--- src/rtl/arm_ldm_stm_seq.sv ---
// LDM/STM block-transfer sequencer: walks the register list in ascending order,
// issuing one word transfer per register, then optional base writeback and a done pulse.
module arm_ldm_stm_seq #(
  parameter int ADDR_W = 32
) (
  input  logic              clk_i,
  input  logic              rst_i,
  input  logic              start_i,
  input  logic [31:0]       inst_i,
  input  logic [ADDR_W-1:0] rn_val_i,
  output logic              busy_o,
  output logic              done_o,
  output logic [3:0]        rf_addr_o,
  input  logic [31:0]       rf_rdata_i,
  output logic              rf_we_o,
  output logic [31:0]       rf_wdata_o,
  output logic              mem_req_o,
  output logic              mem_we_o,
  output logic [ADDR_W-1:0] mem_addr_o,
  output logic [31:0]       mem_wdata_o,
  input  logic [31:0]       mem_rdata_i,
  input  logic              mem_ack_i
);

  typedef enum logic [2:0] {IDLE, CALC, XFER, WB, DONE} state_e;

  state_e            state_q, state_d;
  logic              p_q, p_d, u_q, u_d, w_q, w_d, l_q, l_d;
  logic [3:0]        rn_q, rn_d;
  logic [15:0]       list_q, list_d, remain_q, remain_d;
  logic [ADDR_W-1:0] base_q, base_d, addr_q, addr_d, newbase_q, newbase_d;

  logic [4:0]        count;
  logic [ADDR_W-1:0] span, start_addr;
  logic [3:0]        cur_reg;
  logic [15:0]       remain_next;

  // The S bit and condition/opcode bits play no part in sequencing.
  logic unused_inst;
  assign unused_inst = ^{inst_i[31:25], inst_i[22]};

  always_comb begin
    count = '0;
    for (int i = 0; i < 16; i++) count = count + 5'(list_q[i]);
    span = ADDR_W'(count) << 2;
    cur_reg = '0;
    for (int i = 15; i >= 0; i--) begin
      if (remain_q[i]) cur_reg = 4'(i);
    end
    remain_next = remain_q & ~(16'h0001 << cur_reg);
    case ({p_q, u_q})
      2'b01:   start_addr = base_q;
      2'b11:   start_addr = base_q + ADDR_W'(4);
      2'b00:   start_addr = base_q - span + ADDR_W'(4);
      default: start_addr = base_q - span;
    endcase
  end

  always_ff @(posedge clk_i) begin
    if (rst_i) begin
      state_q   <= IDLE;
      p_q       <= 1'b0;
      u_q       <= 1'b0;
      w_q       <= 1'b0;
      l_q       <= 1'b0;
      rn_q      <= '0;
      list_q    <= '0;
      remain_q  <= '0;
      base_q    <= '0;
      addr_q    <= '0;
      newbase_q <= '0;
    end else begin
      state_q   <= state_d;
      p_q       <= p_d;
      u_q       <= u_d;
      w_q       <= w_d;
      l_q       <= l_d;
      rn_q      <= rn_d;
      list_q    <= list_d;
      remain_q  <= remain_d;
      base_q    <= base_d;
      addr_q    <= addr_d;
      newbase_q <= newbase_d;
    end
  end

  always_comb begin
    state_d     = state_q;
    p_d         = p_q;
    u_d         = u_q;
    w_d         = w_q;
    l_d         = l_q;
    rn_d        = rn_q;
    list_d      = list_q;
    remain_d    = remain_q;
    base_d      = base_q;
    addr_d      = addr_q;
    newbase_d   = newbase_q;
    busy_o      = 1'b0;
    done_o      = 1'b0;
    rf_addr_o   = '0;
    rf_we_o     = 1'b0;
    rf_wdata_o  = '0;
    mem_req_o   = 1'b0;
    mem_we_o    = 1'b0;
    mem_addr_o  = '0;
    mem_wdata_o = '0;

    case (state_q)
      IDLE: begin
        if (start_i) begin
          p_d      = inst_i[24];
          u_d      = inst_i[23];
          w_d      = inst_i[21];
          l_d      = inst_i[20];
          rn_d     = inst_i[19:16];
          list_d   = inst_i[15:0];
          remain_d = inst_i[15:0];
          base_d   = rn_val_i;
          state_d  = CALC;
        end
      end
      CALC: begin
        busy_o    = 1'b1;
        addr_d    = {start_addr[ADDR_W-1:2], 2'b00};
        newbase_d = u_q ? base_q + span : base_q - span;
        state_d   = (list_q == '0) ? DONE : XFER;
      end
      XFER: begin
        busy_o     = 1'b1;
        mem_req_o  = 1'b1;
        mem_we_o   = ~l_q;
        mem_addr_o = addr_q;
        rf_addr_o  = cur_reg;
        if (!l_q) mem_wdata_o = rf_rdata_i;
        if (mem_ack_i) begin
          rf_we_o    = l_q;
          rf_wdata_o = l_q ? mem_rdata_i : 32'h0;
          addr_d     = addr_q + ADDR_W'(4);
          remain_d   = remain_next;
          if (remain_next == '0) state_d = w_q ? WB : DONE;
        end
      end
      WB: begin
        busy_o     = 1'b1;
        rf_addr_o  = rn_q;
        rf_wdata_o = 32'(newbase_q);
        // A base register that was also loaded keeps the loaded value.
        rf_we_o    = ~(l_q & list_q[rn_q]);
        state_d    = DONE;
      end
      DONE: begin
        busy_o  = 1'b1;
        done_o  = 1'b1;
        state_d = IDLE;
      end
      default: state_d = IDLE;
    endcase
  end

endmodule
--- config.mk ---
export PLATFORM = sky130hd
export DESIGN_NAME = arm_ldm_stm_seq
export DESIGN_NICKNAME = d
export VERILOG_FILES = /design/src/rtl/arm_ldm_stm_seq.sv
export SDC_FILE = /design/constraint.sdc
export NUM_CORES = 1
export LEC_CHECK = 0
export ABC_AREA = 1
export CORE_AREA = 2 2 173 175
export DETAILED_ROUTE_END_ITERATION = 8
export DIE_AREA = 0 0 175 177
export PLACE_DENSITY = 0.74
export SLEW_MARGIN = 20
export SYNTH_ARGS = -nofsm -noshare
export SYNTH_HDL_FRONTEND = slang
export SYNTH_SLANG_ARGS = --single-unit
--- constraint.sdc ---
create_clock -name clk_i -period 10.8 [get_ports clk_i]
set_clock_uncertainty 0.05 [all_clocks]
set_input_delay 3.24 -clock clk_i [delete_from_list [all_inputs] [get_ports clk_i]]
set_output_delay 3.24 -clock clk_i [all_outputs]
set_load 0.02 [all_outputs]
# Word-level counts from Yosys, hierarchy flattened
# Index checks and enable logic that the tools add are counted.
[word_totals] regBits=139
[op_classes] n_addsub=20 n_eq_ne=9 n_mux=44 shift=1 bitwise=5 reduce_logical=11 n_lt_le_gt_ge=1
[ops] cell="32-bit two-way mux" count=7
[ops] cell="32-bit case mux with 2 select lines" count=2
[ops] cell="32-bit by 3-bit adder with 32-bit output, second input constant" count=3
[ops] cell="32-bit case mux with 3 select lines" count=1
[ops] cell="4-bit two-way mux" count=16
[ops] cell="5-bit by 1-bit adder with 5-bit output" count=11
[ops] cell="32-bit by 7-bit adder with 32-bit output" count=1
[ops] cell="16-bit zero test" count=2
[ops] cell="16-bit two-way mux" count=2
[ops] cell="16-bit case mux with 2 select lines" count=1
[ops] cell="32-bit by 7-bit subtractor with 32-bit output" count=1
[ops] cell="16-bit AND" count=1
[ops] cell="16-bit inverter" count=1
[ops] cell="1-bit by 4-bit left shift with 16-bit output, first input constant" count=1
[ops] cell="3-bit two-way mux" count=5
[ops] cell="3-bit case mux with 4 select lines" count=1
[ops] cell="4-bit case mux with 2 select lines" count=1
[ops] cell="3-bit by 2-bit equality test with 1-bit output, second input constant" count=2
[ops] cell="1-bit two-way mux" count=6
[ops] cell="2-bit != test, second input constant" count=3
[ops] cell="3-bit AND reduction" count=2
[ops] cell="4-bit by 1-bit adder with 5-bit output" count=1
[ops] cell="4-bit by 5-bit < comparator with 1-bit output, second input constant" count=1
[ops] cell="3-bit by 1-bit adder with 4-bit output" count=1
[ops] cell="other kinds (15)" count=18

# Longest topological paths before layout
[depth] word_depth=23 mapped_depth=38 ltp_nobuf=38

# Worst setup path after synthesis
# No wires, ideal clock.
[synth_timing] kind="input -> output" from="input mem_ack_i" to="output rf_wdata_o[0]" arrival_ps=4021 setup_slack_ps=3489 n_path_buf=1 cell_stages=5 cell_sequence="nand2_1 inv_2 clkbuf_1 nand3_1 o21ai_0"
[synth_via] elab_chain_cells=2
[synth_lines] element="start: declaration" line="22" text="input logic mem_ack_i"
[synth_lines] element="32-bit two-way mux" line="136" text="if (mem_ack_i) begin"
[synth_lines] element="32-bit case mux with 2 select lines" line="109" text="case (state_q)"
[synth_lines] element="end: declaration" line="16" text="output logic [31:0] rf_wdata_o,"
# Every way passes these cells.

# Final worst setup path
# Same ends and word-level chain as after synthesis.

==> Flow_metrics.wiki <==
{| class="wikitable"
! Metric !! Value
|-
| Post-DR vias/cell || 5.57
|-
| Outcome || finished clean
|-
| Reg2Reg Depth || 27
|-
| Initial antenna violation count || 0
|-
| Remaining DRCs || 0
|-
| Via total after detailed routing || 13,400
|-
| Maximum fanout count along the critical path || 33
|-
| Signal arrival time at the worst endpoint || 5.31 ns
|-
| Filler instances || 2,939
|-
| Vias in the first global route || 12,300
|-
| Worst setup slack after placement || 2.24 ns
|-
| Logic pwr share || 74.3%
|-
| Number of library cell types mapped by synthesis || 59
|-
| Site row count || 63
|-
| Max Root-Sink Buffers || 2
|-
| Post-synth EDFFs || 0
|-
| Largest stage delay on the critical path || 0.66 ns
|-
| Seq pwr share || 15.4%
|-
| Die width || 175 um
|-
| Simple-gate share of the synthesized area || 31.3%
|-
| Mapped Avg Cell Area || 6.23 um^2
|-
| Weighted congestion reported at the end of routability-driven placement || 1.04
|-
| Slew at the pin with the worst max-slew slack || 1.09 ns
|-
| Sequential Area || 2740 um^2
|-
| R2R Setup Slk || 4.39 ns
|-
| Top-level port count || 237
|-
| Library cell appearing most often on the critical path || sky130_fd_sc_hd__clkdlybuf4s50_1
|-
| Share of the core filled with cells in the final layout || ~50%
|-
| Period utilisation layout || about four fifths
|-
| Detail Placement HPWL || 31,500 um
|-
| Total global routing overflow || 0
|-
| Hold Fails Final Rpt || 0
|-
| Buffer cell driving the clock tree root || sky130_fd_sc_hd__clkbuf_16
|-
| Worst setup path category || in2out
|-
| Synth Register Bits || 137
|-
| Clock H-tree levels || 4
|-
| Fin Setup TNS || 0 ns
|-
| Multi-input gate area in the final layout || about 7500 um^2
|-
| Post-synthesis share of cell area spent on full adders, half adders and majority gates || around 4.5%
|-
| Worst Path Required || roughly 7.5 ns
|-
| Post-synthesis instance total || 1,854
|-
| Hold/Removal Path Class || reg2reg
|-
| Number of gates resized after CTS || 0
|-
| R2r endpoint || newbase_q[29]$_SDFFE_PP0P_
|-
| 1st-iter DRT viols || 1,665
|-
| Clock slew seen by the registers of the worst setup and hold paths || 0.06 ns
|-
| Flip-flop cell with the highest count after synthesis || sky130_fd_sc_hd__dfxtp_1
|-
| Number of cells traversed by the worst hold path || 2
|-
| Hold bufs inserted after CTS || 0
|-
| Cells along the critical path || clkdlybuf4s50_1 > nand2_1 > inv_2 > nand3_1 > o21ai_0 > clkdlybuf4s50_1
|-
| DP Cell Count || 2,381
|-
| Die area || 31,000 um^2
|-
| Total routing resource utilization after global routing || between 20% and 30%
|-
| Aggregate routed wire length || 42,600 um
|-
| Timing-limited maximum frequency || ~120 MHz
|-
| Largest net degree at the start of global routing || 100
|-
| RSZ-0062 raised after global routing || false
|-
| Fraction of layout cells with a size suffix above 1 || 7.51%
|-
| Portion of netlist area occupied by mux cells || 0%
|-
| Post-layout worst setup margin || 2.20 ns
|-
| Initial Utilization || between 30 and 40%
|-
| Clock tree sinks || 137
|-
| CP max stage cell || sky130_fd_sc_hd__clkdlybuf4s50_1
|-
| Number of pins with negative max-slew slack in the final report || 0
|-
| Hold_sp || newbase_q[0]$_SDFFE_PP0P_
|-
| Clock buffers created by TritonCTS || 17
|-
| Endpoint kind of the worst setup timing path || primary output
|-
| Core area || around 30,000 um^2
|-
| Max-slew headroom at the worst pin || 27.3%
|-
| Global-route wire length before repair || 66,000 um
|-
| Part of the power in the clock network || 10.2%
|-
| Die Ht || 177 um
|-
| Parity-gate share of the synthesized area counting xor and xnor cells || under 10%
|-
| Maximum capacitance violations || 0
|-
| Register area share after synthesis || 23.8%
|-
| Switching part of the total power || roughly 59%
|-
| Area growth from synthesis to layout || 25.9%
|-
| P per Cell Area || 401 nW/um^2
|-
| Cell internal power dissipation || 2.39 mW
|-
| Routed wire length per instance || 17.7 um
|-
| Insertion delay of the later-clocked pin in the worst-skew pair || 0.44 ns
|-
| Compound-Gate Fraction of Synth Area || 25.9%
|-
| Dominant combinational cell family by area after synthesis || simple AND/OR/NAND/NOR gates
|-
| Number of synthesis warnings || 0
|-
| Final Critical Period || around 8.6 ns
|-
| Non-filler cells, final || 2,413
|-
| Router iterations before antenna repair || 5
|-
| Post-detailed-route count of antenna-violating nets || 0
|-
| P_leak || 5.78 nW
|-
| Mapped Area || 11,500 um^2
|-
| Final setup fails || 0
|-
| # nets final || ~2,200
|-
| Number of setup buffers added after CTS || 0
|-
| Ant diodes || 0
|-
| End point of the most critical hold path || newbase_q[0]$_SDFFE_PP0P_
|-
| Switch Pwr || 3.43 mW
|-
| Worst voltage drop across the vdd grid || 0.000394 V
|-
| Number of input and output port buffers inserted || 226
|-
| Smallest hold slack || 0.401 ns
|-
| Proportion of synthesized flip-flops having asynchronous set or reset || 0%
|-
| FF-to-FF Start || list_q[0]$_SDFFE_PP0P_
|-
| Kind of start point of the critical path || primary input
|-
| Clock tree from TritonCTS || yes
|}
==> cell usage in the layout, fill, tap and decap left out, types with 5 or more instances in the layout <==
cell type                         count
sky130_fd_sc_hd__a32o_1              25
sky130_fd_sc_hd__a21oi_1            196
sky130_fd_sc_hd__fa_1                12
sky130_fd_sc_hd__nand3_1            102
sky130_fd_sc_hd__a221oi_1             5
sky130_fd_sc_hd__clkinv_2             5
sky130_fd_sc_hd__o21ai_1             15
sky130_fd_sc_hd__o21ai_0            160
sky130_fd_sc_hd__nand3_2              7
sky130_fd_sc_hd__inv_1              209
sky130_fd_sc_hd__ha_1                22
sky130_fd_sc_hd__dfxtp_1            136
sky130_fd_sc_hd__buf_4               12
sky130_fd_sc_hd__clkinv_1             7
sky130_fd_sc_hd__a31oi_1             17
sky130_fd_sc_hd__nor2_2              17
sky130_fd_sc_hd__nor2_4              11
sky130_fd_sc_hd__clkbuf_16           17
sky130_fd_sc_hd__inv_2               15
sky130_fd_sc_hd__clkdlybuf4s50_1    226
sky130_fd_sc_hd__nor2_1             188
sky130_fd_sc_hd__o21bai_1             6
sky130_fd_sc_hd__xor2_1              34
sky130_fd_sc_hd__o22ai_1              5
sky130_fd_sc_hd__nor4_1               7
sky130_fd_sc_hd__nand2_1            365
sky130_fd_sc_hd__o211ai_1            45
sky130_fd_sc_hd__nor3_1              31
sky130_fd_sc_hd__nand4_1             36
sky130_fd_sc_hd__o21ai_2              7
sky130_fd_sc_hd__nand2_2             22
==> through the flow <==
stage	area, um^2	power, mW
floorplan	11500	3.99
global placement	14000	5.04
detailed placement	14000	5.14
CTS	14500	5.76
global route	14500	6.30
finish	14500	5.82
==> final cells by class <==
| cell class | instances | area share [%] |
|---|---|---|
| repair buffers | 238 | 16.2 |
| flip-flops and latches | 137 | 18.9 |
| clock buffers | 18 | 2.95 |
| well taps | 390 | 3.36 |
| multi-input cells | 1384 | 51.6 |
| clock inverters | 14 | 1.02 |
| inverters | 232 | 6.00 |
==> flip-flops by register name (all words and copies together) (netlist names), 3 cells and up <==
| name | count |
|---|---|
| rn_q | 4 |
| newbase_q | 32 |
| list_q | 16 |
| remain_q | 16 |
| base_q | 32 |
| state_q | 3 |
| addr_q | 30 |
==> cell families after synthesis <==
logic type / after synthesis
other cells: 1
buf+inv: 334
compound gates: 506
simple gates: 804
xor+xnor: 38
fa+ha+maj: 34
flops: 137
==> worst max-delay path: cells and delay by family <==
family | cells | cell delay, ns
AO/OA/AOI/OAI | 1 | 0.15
buffers and inverters | 3 | 1.67
AND/OR/NAND/NOR | 2 | 0.22
==> cells in the mapped netlist (5+ instances only) <==
| cell | instances | share of area, % |
|---|---|---|
| sky130_fd_sc_hd__a21oi_1 | 196 | 8.5 |
| sky130_fd_sc_hd__a221oi_1 | 5 | 0.38 |
| sky130_fd_sc_hd__a31oi_1 | 17 | 0.92 |
| sky130_fd_sc_hd__a32o_1 | 25 | 2.2 |
| sky130_fd_sc_hd__buf_2 | 7 | 0.30 |
| sky130_fd_sc_hd__clkbuf_1 | 86 | 2.8 |
| sky130_fd_sc_hd__clkinv_1 | 7 | 0.23 |
| sky130_fd_sc_hd__dfxtp_1 | 137 | 24 |
| sky130_fd_sc_hd__fa_1 | 12 | 2.1 |
| sky130_fd_sc_hd__ha_1 | 22 | 2.4 |
| sky130_fd_sc_hd__inv_1 | 211 | 6.9 |
| sky130_fd_sc_hd__inv_2 | 14 | 0.46 |
| sky130_fd_sc_hd__nand2_1 | 365 | 12 |
| sky130_fd_sc_hd__nand2_2 | 22 | 1.2 |
| sky130_fd_sc_hd__nand3_1 | 102 | 4.4 |
| sky130_fd_sc_hd__nand3_2 | 7 | 0.61 |
| sky130_fd_sc_hd__nand4_1 | 36 | 2.0 |
| sky130_fd_sc_hd__nor2_1 | 190 | 6.2 |
| sky130_fd_sc_hd__nor2_2 | 16 | 0.87 |
| sky130_fd_sc_hd__nor2_4 | 10 | 0.98 |
| sky130_fd_sc_hd__nor3_1 | 32 | 1.4 |
| sky130_fd_sc_hd__nor4_1 | 7 | 0.38 |
| sky130_fd_sc_hd__o211ai_1 | 45 | 2.9 |
| sky130_fd_sc_hd__o21ai_0 | 160 | 6.9 |
| sky130_fd_sc_hd__o21ai_1 | 15 | 0.65 |
| sky130_fd_sc_hd__o21ai_2 | 7 | 0.53 |
| sky130_fd_sc_hd__o21bai_1 | 6 | 0.39 |
| sky130_fd_sc_hd__o22ai_1 | 5 | 0.27 |
| sky130_fd_sc_hd__xor2_1 | 34 | 2.6 |
==> worst max path at each step <==
stage	from	end	slack, ns	cells after the start
after floorplan	mem_ack_i	rf_wdata_o[0]	3.49	5
after global placement	mem_ack_i	rf_wdata_o[0]	2.23	6
after detailed placement	mem_ack_i	rf_wdata_o[0]	2.24	6
after CTS	mem_ack_i	rf_wdata_o[0]	2.24	6
after global routing	mem_ack_i	rf_wdata_o[0]	2.01	6
final	mem_ack_i	rf_wdata_o[0]	2.20	6
==> power groups by stage <==
| stage | Combinational (mW) | Sequential, mW | Clock (mW) |
|---|---|---|---|
| global route | 4.76 | 0.921 | 0.619 |
| global placement | 4.14 | 0.894 | 0 |
| detailed placement | 4.24 | 0.898 | 0 |
| floorplan | 3.19 | 0.806 | 0 |
| CTS | 4.27 | 0.890 | 0.600 |
| finish | 4.33 | 0.898 | 0.597 |
==> layer usage <==
metal | wire, um | up-vias | GRT usage (%)
met4 | 1720 | 0 | 11.9
met5 | 0 | - | 0
met2 | 19900 | 590 | 44.8
li1 | - | 6500 | -
met1 | 17900 | 6232 | 34.2
met3 | 3040 | 108 | 3.97
Power figures use the tool's default switching activity.
